<file path="src/rtl/uart_pkg.sv">
// Shared encodings for the UART receive path: parity modes, rx FSM states, error tag bits.
package uart_pkg;
  localparam int OVS = 16;

  localparam int ERR_PAR = 0;
  localparam int ERR_FRM = 1;
  localparam int ERR_BRK = 2;

  typedef enum logic [1:0] {
    PAR_NONE  = 2'd0,
    PAR_EVEN  = 2'd1,
    PAR_ODD   = 2'd2,
    PAR_NONE3 = 2'd3
  } par_mode_e;

  typedef enum logic [2:0] {
    S_IDLE, S_START, S_DATA, S_PARITY, S_STOP
  } rx_state_e;

  function automatic logic [3:0] clamp_bits(input logic [3:0] req, input logic [3:0] max_b);
    if (req < 4'd5)       return 4'd5;
    else if (req > max_b) return max_b;
    else                  return req;
  endfunction
endpackage

</file>
<file path="src/rtl/uart_sync_fifo.sv">
// First-word-fall-through FIFO; head is presented combinationally, zero when empty.
module uart_sync_fifo #(
  parameter int DEPTH = 16,
  parameter int WIDTH = 11
) (
  input  logic                     clk,
  input  logic                     rstn,
  input  logic                     push,
  input  logic [WIDTH-1:0]         din,
  input  logic                     pop,
  output logic [WIDTH-1:0]         dout,
  output logic                     full,
  output logic                     empty,
  output logic [$clog2(DEPTH):0]   level
);
  localparam int AW = $clog2(DEPTH);

  logic [WIDTH-1:0] r_mem [DEPTH];
  logic [AW-1:0]    r_wptr, r_rptr;
  logic [AW:0]      r_level;
  logic             w_pop, w_push;

  assign empty  = (r_level == '0);
  assign full   = (r_level == (AW+1)'(DEPTH));
  assign w_pop  = pop & ~empty;
  // a full FIFO still accepts when the head leaves in the same cycle
  assign w_push = push & (~full | w_pop);
  assign dout   = empty ? '0 : r_mem[r_rptr];
  assign level  = r_level;

  always_ff @(posedge clk) begin
    if (w_push) r_mem[r_wptr] <= din;
  end

  always_ff @(posedge clk or negedge rstn) begin
    if (!rstn) begin
      r_wptr  <= '0;
      r_rptr  <= '0;
      r_level <= '0;
    end else begin
      if (w_push) r_wptr <= r_wptr + 1'b1;
      if (w_pop)  r_rptr <= r_rptr + 1'b1;
      case ({w_push, w_pop})
        2'b10:   r_level <= r_level + 1'b1;
        2'b01:   r_level <= r_level - 1'b1;
        default: r_level <= r_level;
      endcase
    end
  end
endmodule

</file>
<file path="src/rtl/uart_rx_stream.sv">
// 16x oversampled UART receiver with runtime frame config, error tagging, FIFO and
// valid/ready output; irq on FIFO threshold or idle timeout.
module uart_rx_stream
  import uart_pkg::*;
#(
  parameter int DATA_WIDTH   = 8,
  parameter int FIFO_DEPTH   = 16,
  parameter int IRQ_THRESH   = 8,
  parameter int TIMEOUT_BITS = 32,
  parameter int DIV_WIDTH    = 16
) (
  input  logic                          clk,
  input  logic                          rstn,
  input  logic                          rx,
  input  logic                          rx_en,
  input  logic [DIV_WIDTH-1:0]          baud_div,
  input  logic [3:0]                    data_bits,
  input  logic [1:0]                    parity_mode,
  input  logic                          stop2,
  output logic                          m_valid,
  input  logic                          m_ready,
  output logic [DATA_WIDTH-1:0]         m_data,
  output logic [2:0]                    m_err,
  output logic [$clog2(FIFO_DEPTH):0]   level,
  output logic                          overrun,
  output logic                          irq
);
  localparam int LW = $clog2(FIFO_DEPTH) + 1;
  localparam int EW = DATA_WIDTH + 3;
  localparam int TW = $clog2(TIMEOUT_BITS + 1);
  localparam logic [3:0] LAST = 4'(OVS - 1);

  logic                  r_rx_s1, r_rx_s2, r_rx_d;
  logic [DIV_WIDTH-1:0]  r_div, r_pre;
  logic [3:0]            r_dbits, r_samp, r_bitcnt;
  par_mode_e             r_par;
  logic                  r_stop2, r_stopn;
  rx_state_e             r_state;
  logic [2:0]            r_smp;
  logic [DATA_WIDTH-1:0] r_shift;
  logic                  r_acc, r_pbit, r_perr, r_ferr;
  logic                  r_push, r_overrun, r_to_flag;
  logic [EW-1:0]         r_push_ent;
  logic [3:0]            r_to_tick;
  logic [TW-1:0]         r_to_bits;

  logic [DIV_WIDTH-1:0]  w_div;
  logic                  w_tick, w_fall, w_maj, w_par_en, w_ferr_fin, w_brk;
  logic                  w_full, w_empty, w_pop;
  logic [EW-1:0]         w_dout;
  logic [LW-1:0]         w_level;

  assign w_div      = (r_div == '0) ? DIV_WIDTH'(1) : r_div;
  assign w_tick     = (r_pre >= w_div - 1'b1);
  assign w_fall     = r_rx_d & ~r_rx_s2;
  assign w_maj      = (r_smp[0] & r_smp[1]) | (r_smp[0] & r_smp[2]) | (r_smp[1] & r_smp[2]);
  assign w_par_en   = (r_par == PAR_EVEN) | (r_par == PAR_ODD);
  assign w_ferr_fin = r_ferr | ~r_rx_s2;
  assign w_brk      = w_ferr_fin & (r_shift == '0) & (~w_par_en | ~r_pbit);
  assign w_pop      = m_valid & m_ready;

  always_ff @(posedge clk or negedge rstn) begin
    if (!rstn) begin
      r_rx_s1 <= 1'b1;
      r_rx_s2 <= 1'b1;
      r_rx_d  <= 1'b1;
      r_div   <= DIV_WIDTH'(1);
      r_dbits <= clamp_bits(4'd8, 4'(DATA_WIDTH));
      r_par   <= PAR_NONE;
      r_stop2 <= 1'b0;
    end else begin
      r_rx_s1 <= rx;
      r_rx_s2 <= r_rx_s1;
      r_rx_d  <= r_rx_s2;
      // config is only captured while the receiver is disabled
      if (!rx_en) begin
        r_div   <= baud_div;
        r_dbits <= clamp_bits(data_bits, 4'(DATA_WIDTH));
        r_par   <= par_mode_e'(parity_mode);
        r_stop2 <= stop2;
      end
    end
  end

  always_ff @(posedge clk or negedge rstn) begin
    if (!rstn) begin
      r_state    <= S_IDLE;
      r_pre      <= '0;
      r_samp     <= '0;
      r_smp      <= '0;
      r_bitcnt   <= '0;
      r_shift    <= '0;
      r_acc      <= 1'b0;
      r_pbit     <= 1'b0;
      r_perr     <= 1'b0;
      r_ferr     <= 1'b0;
      r_stopn    <= 1'b0;
      r_push     <= 1'b0;
      r_push_ent <= '0;
    end else begin
      r_push <= 1'b0;
      r_pre  <= w_tick ? '0 : r_pre + 1'b1;
      if (!rx_en) begin
        r_state <= S_IDLE;
      end else if (r_state == S_IDLE) begin
        if (w_fall) begin
          r_state  <= S_START;
          r_pre    <= '0;
          r_samp   <= '0;
          r_bitcnt <= '0;
          r_shift  <= '0;
          r_acc    <= 1'b0;
          r_pbit   <= 1'b0;
          r_perr   <= 1'b0;
          r_ferr   <= 1'b0;
          r_stopn  <= 1'b0;
        end
      end else if (w_tick) begin
        r_samp <= r_samp + 1'b1;
        case (r_samp)
          4'd7:    r_smp[0] <= r_rx_s2;
          4'd8:    r_smp[1] <= r_rx_s2;
          4'd9:    r_smp[2] <= r_rx_s2;
          default: ;
        endcase
        case (r_state)
          S_START: if (r_samp == LAST) r_state <= w_maj ? S_IDLE : S_DATA;
          S_DATA: if (r_samp == LAST) begin
            r_shift  <= r_shift | (DATA_WIDTH'(w_maj) << r_bitcnt);
            r_acc    <= r_acc ^ w_maj;
            r_bitcnt <= r_bitcnt + 1'b1;
            if (r_bitcnt == r_dbits - 4'd1) r_state <= w_par_en ? S_PARITY : S_STOP;
          end
          S_PARITY: if (r_samp == LAST) begin
            r_pbit  <= w_maj;
            r_perr  <= (r_acc ^ w_maj) != (r_par == PAR_ODD);
            r_state <= S_STOP;
          end
          S_STOP: if (r_samp == 4'd8) begin
            if (!r_rx_s2) r_ferr <= 1'b1;
            // leave at mid stop bit so the next start edge is never missed
            if (r_stopn == r_stop2) begin
              r_push     <= 1'b1;
              r_push_ent <= {w_brk, w_ferr_fin, r_perr, r_shift};
              r_state    <= S_IDLE;
            end
          end else if (r_samp == LAST) begin
            r_stopn <= 1'b1;
          end
          default: r_state <= S_IDLE;
        endcase
      end
    end
  end

  always_ff @(posedge clk or negedge rstn) begin
    if (!rstn) begin
      r_overrun <= 1'b0;
      r_to_tick <= '0;
      r_to_bits <= '0;
      r_to_flag <= 1'b0;
    end else begin
      r_overrun <= r_push & w_full & ~w_pop;
      if (r_push | w_pop | w_empty) begin
        r_to_tick <= '0;
        r_to_bits <= '0;
        if (r_push | w_pop) r_to_flag <= 1'b0;
      end else if (r_state == S_IDLE && w_tick) begin
        r_to_tick <= r_to_tick + 1'b1;
        if (r_to_tick == LAST && !r_to_flag) begin
          if (r_to_bits == TW'(TIMEOUT_BITS - 1)) r_to_flag <= 1'b1;
          else                                     r_to_bits <= r_to_bits + 1'b1;
        end
      end
    end
  end

  uart_sync_fifo #(.DEPTH(FIFO_DEPTH), .WIDTH(EW)) u_fifo (
    .clk   (clk),
    .rstn  (rstn),
    .push  (r_push),
    .din   (r_push_ent),
    .pop   (w_pop),
    .dout  (w_dout),
    .full  (w_full),
    .empty (w_empty),
    .level (w_level)
  );

  assign m_valid = ~w_empty;
  assign m_data  = w_dout[DATA_WIDTH-1:0];
  assign m_err   = w_dout[EW-1:DATA_WIDTH];
  assign level   = w_level;
  assign overrun = r_overrun;
  assign irq     = (w_level >= LW'(IRQ_THRESH)) | r_to_flag;
endmodule

</file>
<file path="config.mk">
export PLATFORM = sky130hd
export DESIGN_NAME = uart_rx_stream
export DESIGN_NICKNAME = d
export VERILOG_FILES = /design/src/rtl/uart_pkg.sv /design/src/rtl/uart_sync_fifo.sv /design/src/rtl/uart_rx_stream.sv
export SDC_FILE = /design/constraint.sdc
export NUM_CORES = 1
export LEC_CHECK = 0
export CAP_MARGIN = 25
export CORE_ASPECT_RATIO = 0.6
export CORE_MARGIN = 5
export CORE_UTILIZATION = 55
export CTS_BUF_LIST = sky130_fd_sc_hd__clkbuf_2
export DETAILED_ROUTE_END_ITERATION = 10
export PLACE_DENSITY = 0.73
export SKIP_CTS_REPAIR_TIMING = 1
export SLEW_MARGIN = 20
export SYNTH_ARGS = -nofsm -noshare
export SYNTH_HDL_FRONTEND = slang
export SYNTH_SLANG_ARGS = --single-unit
</file>
<file path="constraint.sdc">
create_clock -name clk -period 9.8 [get_ports clk]
set_input_delay 1.47 -clock clk [delete_from_list [all_inputs] [get_ports clk]]
set_output_delay 1.47 -clock clk [all_outputs]
set_load 0.03 [all_outputs]
</file>
== After elaboration in Yosys (flattened, before gate mapping) ==
Memories as Yosys holds them, arrays and structs flattened.
Index checks and enable logic that the tools add are counted.

* Add/subtract/negate cells: 11
* Multipliers: 0
* Div/mod/pow operators: 0
* $lt $le $gt $ge: 4
* Eq/ne operators: 31
* Shift operators: 1
* Multiplexer cells: 76
* Bitwise operators: 29
* Reductions and logical operators: 29

{| class="wikitable"
|+ Operators by type and width
! kind !! count
|-
| $mux 16 || 5
|-
| $mux 4 || 11
|-
| $mux 8 || 5
|-
| $mux 1 || 36
|-
| $mux 3 || 11
|-
| $mux 6 || 4
|-
| $ne 4x4->1 const B || 6
|-
| $add 4x1->4 const B || 5
|-
| $reduce_bool 2->1 || 10
|-
| $reduce_and 6->1 || 3
|-
| $add 16x1->16 const B || 1
|-
| $eq 4x4->1 const B || 4
|-
| $ge 16x16->1 || 1
|-
| $logic_not 16->1 || 1
|-
| $reduce_and 4->1 || 4
|-
| $sub 16x1->16 const B || 1
|-
| $pmux 3 s4 || 1
|-
| $and 1x1->1 || 11
|-
| $mux 11 || 1
|-
| $pmux 5 s2 || 1
|-
| $reduce_and 5->1 || 2
|-
| $or 1x1->1 || 9
|-
| $logic_not 8->1 || 1
|-
| $or 8x8->8 || 1
|-
| 32 further kinds || 46
|}

* Bits in registers: 106
* Bits in latches: 0
* Memory bits (writable): 176
* Bits in read-only memories: 0
* Bits of input ports: 28
* Output and inout bits: 19
* Logic and storage cells: 211
* Memories: 1

{| class="wikitable"
|+ Memories
! name !! words !! width !! read ports !! clocked after Yosys merged registers in !! wr ports !! RTL line !! source
|-
| u_fifo.r_mem || 16 || 11 || 1 || 0 || 1 || uart_sync_fifo.sv:18 || <nowiki>logic [WIDTH-1:0] r_mem [DEPTH];</nowiki>
|}

== Depth between registers and ports, before layout ==
* Depth after elaboration: 9
* Depth in mapped cells: 18
* Depth with buffers taken out: 16

== Modules after synthesis ==
A second synthesis with hierarchy kept.

* Cell total of the unflattened synthesis: 861
* Area, all modules: 12,679.7 um^2

{| class="wikitable"
|+ Modules (own cells, without submodules)
! module !! times used !! cells an instance !! area an instance (um^2)
|-
| uart_sync_fifo || 1 || 372 || 7,624.8
|-
| uart_rx_stream || 1 || 489 || 5,054.8
|}

== Worst setup path before layout ==
Ideal clock, no wire load.

* Path kind: reg2reg
* Start: register r_div[9]
* End: register r_push_ent[2]
* Library setup time: 0.125 ns
* Data arrival time: 3.962 ns
* Setup slack: 5.713 ns
* Stages on the path, launching flop included: 18
* Buffers on the path: 1
* Path through: dfrtp_1 > or4_1 > nor3_1 > and2_1 > a21oi_1 > ha_1 > nor3b_1 > nand2_1 > nor4_1 > xnor2_1 > ha_1 > nand4_1 > nor3_2 > a221oi_1 > and3_1 > or3_1 > buf_2 > mux2_2

* Word-level cells in the longest chain between the ends: 5

{| class="wikitable"
|+ RTL lines
! what !! RTL line !! source
|-
| start, declared || uart_rx_stream.sv:34 || <nowiki>logic [DIV_WIDTH-1:0] r_div, r_pre;</nowiki>
|-
| start signal, assigned || uart_rx_stream.sv:77 || <nowiki>r_div <= baud_div;</nowiki>
|-
| $logic_not 16->1 || uart_rx_stream.sv:53 || <nowiki>assign w_div = (r_div == '0) ? DIV_WIDTH'(1) : r_div;</nowiki>
|-
| $mux 16 (*) || uart_rx_stream.sv:53 ||
|-
| $sub 16x1->16 (*) || uart_rx_stream.sv:54 || <nowiki>assign w_tick = (r_pre >= w_div - 1'b1);</nowiki>
|-
| $ge 16x16->1 (*) || uart_rx_stream.sv:54 ||
|-
| $reduce_and 6->1 (no line) (*) || n/a ||
|-
| end signal, assigned || uart_rx_stream.sv:144 || <nowiki>r_push_ent <= {w_brk, w_ferr_fin, r_perr, r_shift};</nowiki>
|-
| end, declared || uart_rx_stream.sv:43 || <nowiki>logic [EW-1:0] r_push_ent;</nowiki>
|}

Mark *: on every way between the ends. The rest lies on a longest branch, timed or not.
A chain may end at the register's enable or synchronous reset.

== Worst setup path after layout ==
* Start: register u_fifo.r_rptr[0]
* End: output m_data[7]

* Word-level cells in the longest chain between the ends: 2

{| class="wikitable"
|+ RTL lines
! what !! RTL line !! source
|-
| start, declared || uart_sync_fifo.sv:19 || <nowiki>logic [AW-1:0] r_wptr, r_rptr;</nowiki>
|-
| start signal, assigned || uart_sync_fifo.sv:42 || <nowiki>if (w_pop) r_rptr <= r_rptr + 1'b1;</nowiki>
|-
| $mem_v2 16x11 || n/a ||
|-
| $mux 11 || uart_sync_fifo.sv:28 || <nowiki>assign dout = empty ? '0 : r_mem[r_rptr];</nowiki>
|-
| end, declared || uart_rx_stream.sv:22 || <nowiki>output logic [DATA_WIDTH-1:0] m_data,</nowiki>
|}

Every way passes these cells.

==> flow_metrics.py <==
metrics = {
    "synth": {
        "synth_top_area_cell": "edfxtp_1",
        "syn_nets": 910,
        "synthesis.area_um2": 12500,
        "avgSynthCellArea_um2": 14.7,
        "yosys_warnings": 0,
        "synthTopCellsByArea": "edfxtp_1 (42%), dfrtp_1 (20%), mux4_2 (9.9%)",
        "ys_types": 57,
        "seq_area_frac_synth_pct": 63.7,
        "synth_top_area_share_pct": 42.4,
        "synth-seq-cells": 282,
        "synth_edf_count": 176,
        "synth_commonest_cells": "edfxtp_1 (176), dfrtp_1 (101), mux4_2 (55), nor2_1 (54), nand2_1 (53)",
        "synth-async-reset-ratio_pct": 37.6,
        "synth.most_common_cell": "edfxtp_1",
        "synth_ff_type": "edfxtp_1",
        "syn_inst": 846,
    },
    "cells_and_area": {
        "multi_input_area_um2": 4310,
        "nFillCells": 1680,
        "diodes": 0,
        "seq_area_um2": 7950,
        "nets": 1000,
        "drive_gt1_share_pct": 22.2,
        "layout-area-overhead-vs-synth_pct": 11.5,
        "fin_area_um2": 13900,
    },
    "sta": {
        "max_freq_mhz": 185,
        "finalClockSkew_ns": 0.0484,
        "slew_headroom_pct": 31.4,
        "slew_violations": 0,
        "hold_violations": 0,
        "rsz0062_at_grt": "false",
        "tns_ns": 0,
        "tightest_slew_ns": 1.02,
        "finalSetupViolCount": 0,
        "min_period_ns": 5.40,
        "post-route-period-util_pct": 55.1,
    },
    "worst_hold_path": {
        "holdCritPathClass": "flip-flop to flip-flop",
    },
    "clock_network": {
        "cts_tree": "done",
        "htree_levels": 2,
        "root_buffer": "clkbuf_2",
        "clock_path_buffers": 3,
        "cts_made_buffers": 61,
        "clkTransAtPathRegs_ns": 0.11,
        "cts.sinks": 282,
        "clk_latency_ns": 0.90,
    },
    "status": {
        "status": "finished clean",
    },
    "global_routing": {
        "grt_first_pass_wirelength_mm": 41.1,
        "grt_overflow": 0,
        "grt_pass1_vias": 7271,
        "antenna_found_initial": 0,
        "grt_start_max_net_pins": 76,
        "grt_usage_pct": 20.5,
    },
    "detailed_routing": {
        "num_vias": 7404,
        "drc": 0,
        "vias_per_cell": 5.72,
        "drtAntennaViolNets": 0,
        "totalWireLength_mm": 25.8,
        "drt_iter0_markers": 737,
        "firstDrtPassIters": 5,
        "routedWlPerCell_um": 19.9,
    },
    "critical_path": {
        "cpPeakStageDelay_ns": 0.68,
        "required_ns": 8.33,
        "critPathSlowestCell": "buf_4",
        "start_kind": "flip-flop",
        "crit_fanout": 43,
        "endpoint_kind": "output pin",
        "cpMostUsedCell": "mux4_2",
        "worstSetupPathType": "flip-flop to output pin",
        "crit_chain": "buf_4, mux4_2, mux4_2, nor2b_1, clkdlybuf4s50_1",
        "arrival_ns": 3.93,
    },
    "pwr": {
        "ir_worst_vdd_mv": 0.132,
        "total_leakage_power_nw": 5.59,
        "p_per_area_nw_per_um2": 184,
        "finalPower_mw": 2.56,
    },
    "floorplanning": {
        "die-width_um": 204,
        "start_util_pct": 56.3,
        "io_pins": 47,
        "die_h_um": 127,
        "die-area_um2": 25900,
        "core_region_area_um2": 22200,
        "row_count": 42,
    },
    "place": {
        "hpwl_mm": 16.5,
        "place_area_um2": 13300,
        "port_buffers": 46,
        "gp_congestion": 0.854,
    },
    "run": {
        "drv_cap": 0,
    },
}
power by group:
group          switching (mW)  internal [mW]  leakage [nW]
sequential             0.0777           1.29          3.25
combinational           0.240          0.216          1.89
clock                   0.455          0.279         0.436
total                   0.773           1.79          5.59
registers in the layout (all words and copies together) (netlist names), 2 cells and up:
signal	cells
r_shift	8
r_samp	4
r_div	16
u_fifo.r_mem	176
r_to_bits	6
r_bitcnt	4
r_smp	3
r_par	2
u_fifo.level	5
u_fifo.r_wptr	4
r_push_ent	11
r_state	3
r_dbits	4
u_fifo.r_rptr	4
r_pre	16
r_to_tick	4
critical path, delay by kind of cell (launching register included):
kind / cells / cell delay (ns)
AND/OR/NAND/NOR: 1 / 0.18
flip-flops: 1 / 0.46
buffers and inverters: 2 / 1.29
multiplexers: 2 / 1.06
layer usage:
| metal | track usage (%) | vias up | share of wire, % |
|---|---|---|---|
| met5 | 0 | - | 0 |
| met4 | 5.31 | 0 | 1.2 |
| met3 | 5.00 | 26 | 8.1 |
| met2 | 27.0 | 262 | 41 |
| met1 | 33.9 | 3693 | 49 |
| li1 | - | 3423 | - |
placed cells by master, fill, tap and decap left out, drive strengths merged, types with 6 or more instances in the layout:
cell type and instances:
ha 35, edfxtp 176, mux2i 7, inv 30, xor2 19, clkinv 18, nand4 11, mux2 34
nor3 17, a21oi 19, nor2b 17, buf 15, nor4 9, nand2b 6, mux4 55, dfrtp 101
xnor2 27, nand3 26, clkdlybuf4s50 45, or4 6, o21ai 32, nor2 54, or3 7, and3 8
clkbuf 93, nand2 53, and2 12
through the flow:
step	utilization, %	cells	hold slack [ns]	setup slack (ns)
2_1_floorplan	-	846	0.345	5.71
3_3_place_gp	60.0	1180	0.354	4.87
3_5_place_dp	60.0	1180	0.350	4.66
4_1_cts	62.6	1293	0.364	4.22
5_1_grt	62.7	1294	0.373	4.06
6_report	62.7	1294	0.363	4.40
final timing paths:
kind                                   from               end  slack [ns]  cells past startpoint
max                        u_fifo.r_rptr[0]         m_data[7]        4.40                      5
min                                 r_rx_s1           r_rx_s2        0.36                      0
max reg2reg                        r_div[4]     r_push_ent[6]        4.64                     16
min reg2reg                         r_rx_s1           r_rx_s2        0.36                      0
max in group asynchronous              rstn          r_div[0]        8.23                      3
min in group asynchronous              rstn  u_fifo.r_rptr[3]        0.49                      1
kinds of logic after synthesis:
group | synth area share, %
fa+ha+maj | 3.67
mux | 13.6
xor+xnor | 3.23
simple gates | 9.53
compound gates | 4.38
flops | 63.7
buf+inv | 1.97
cell type report:
type / instances / share of cell area [%]
Timing Repair Buffer: 60 / 4.19
Tap cell: 308 / 2.77
Sequential cell: 282 / 57.1
Inverter: 30 / 0.809
Clock buffer: 93 / 3.35
Clock inverter: 20 / 0.782
Multi-Input combinational cell: 501 / 31.0
No activity file was read; power rests on OpenSTA's default activity.
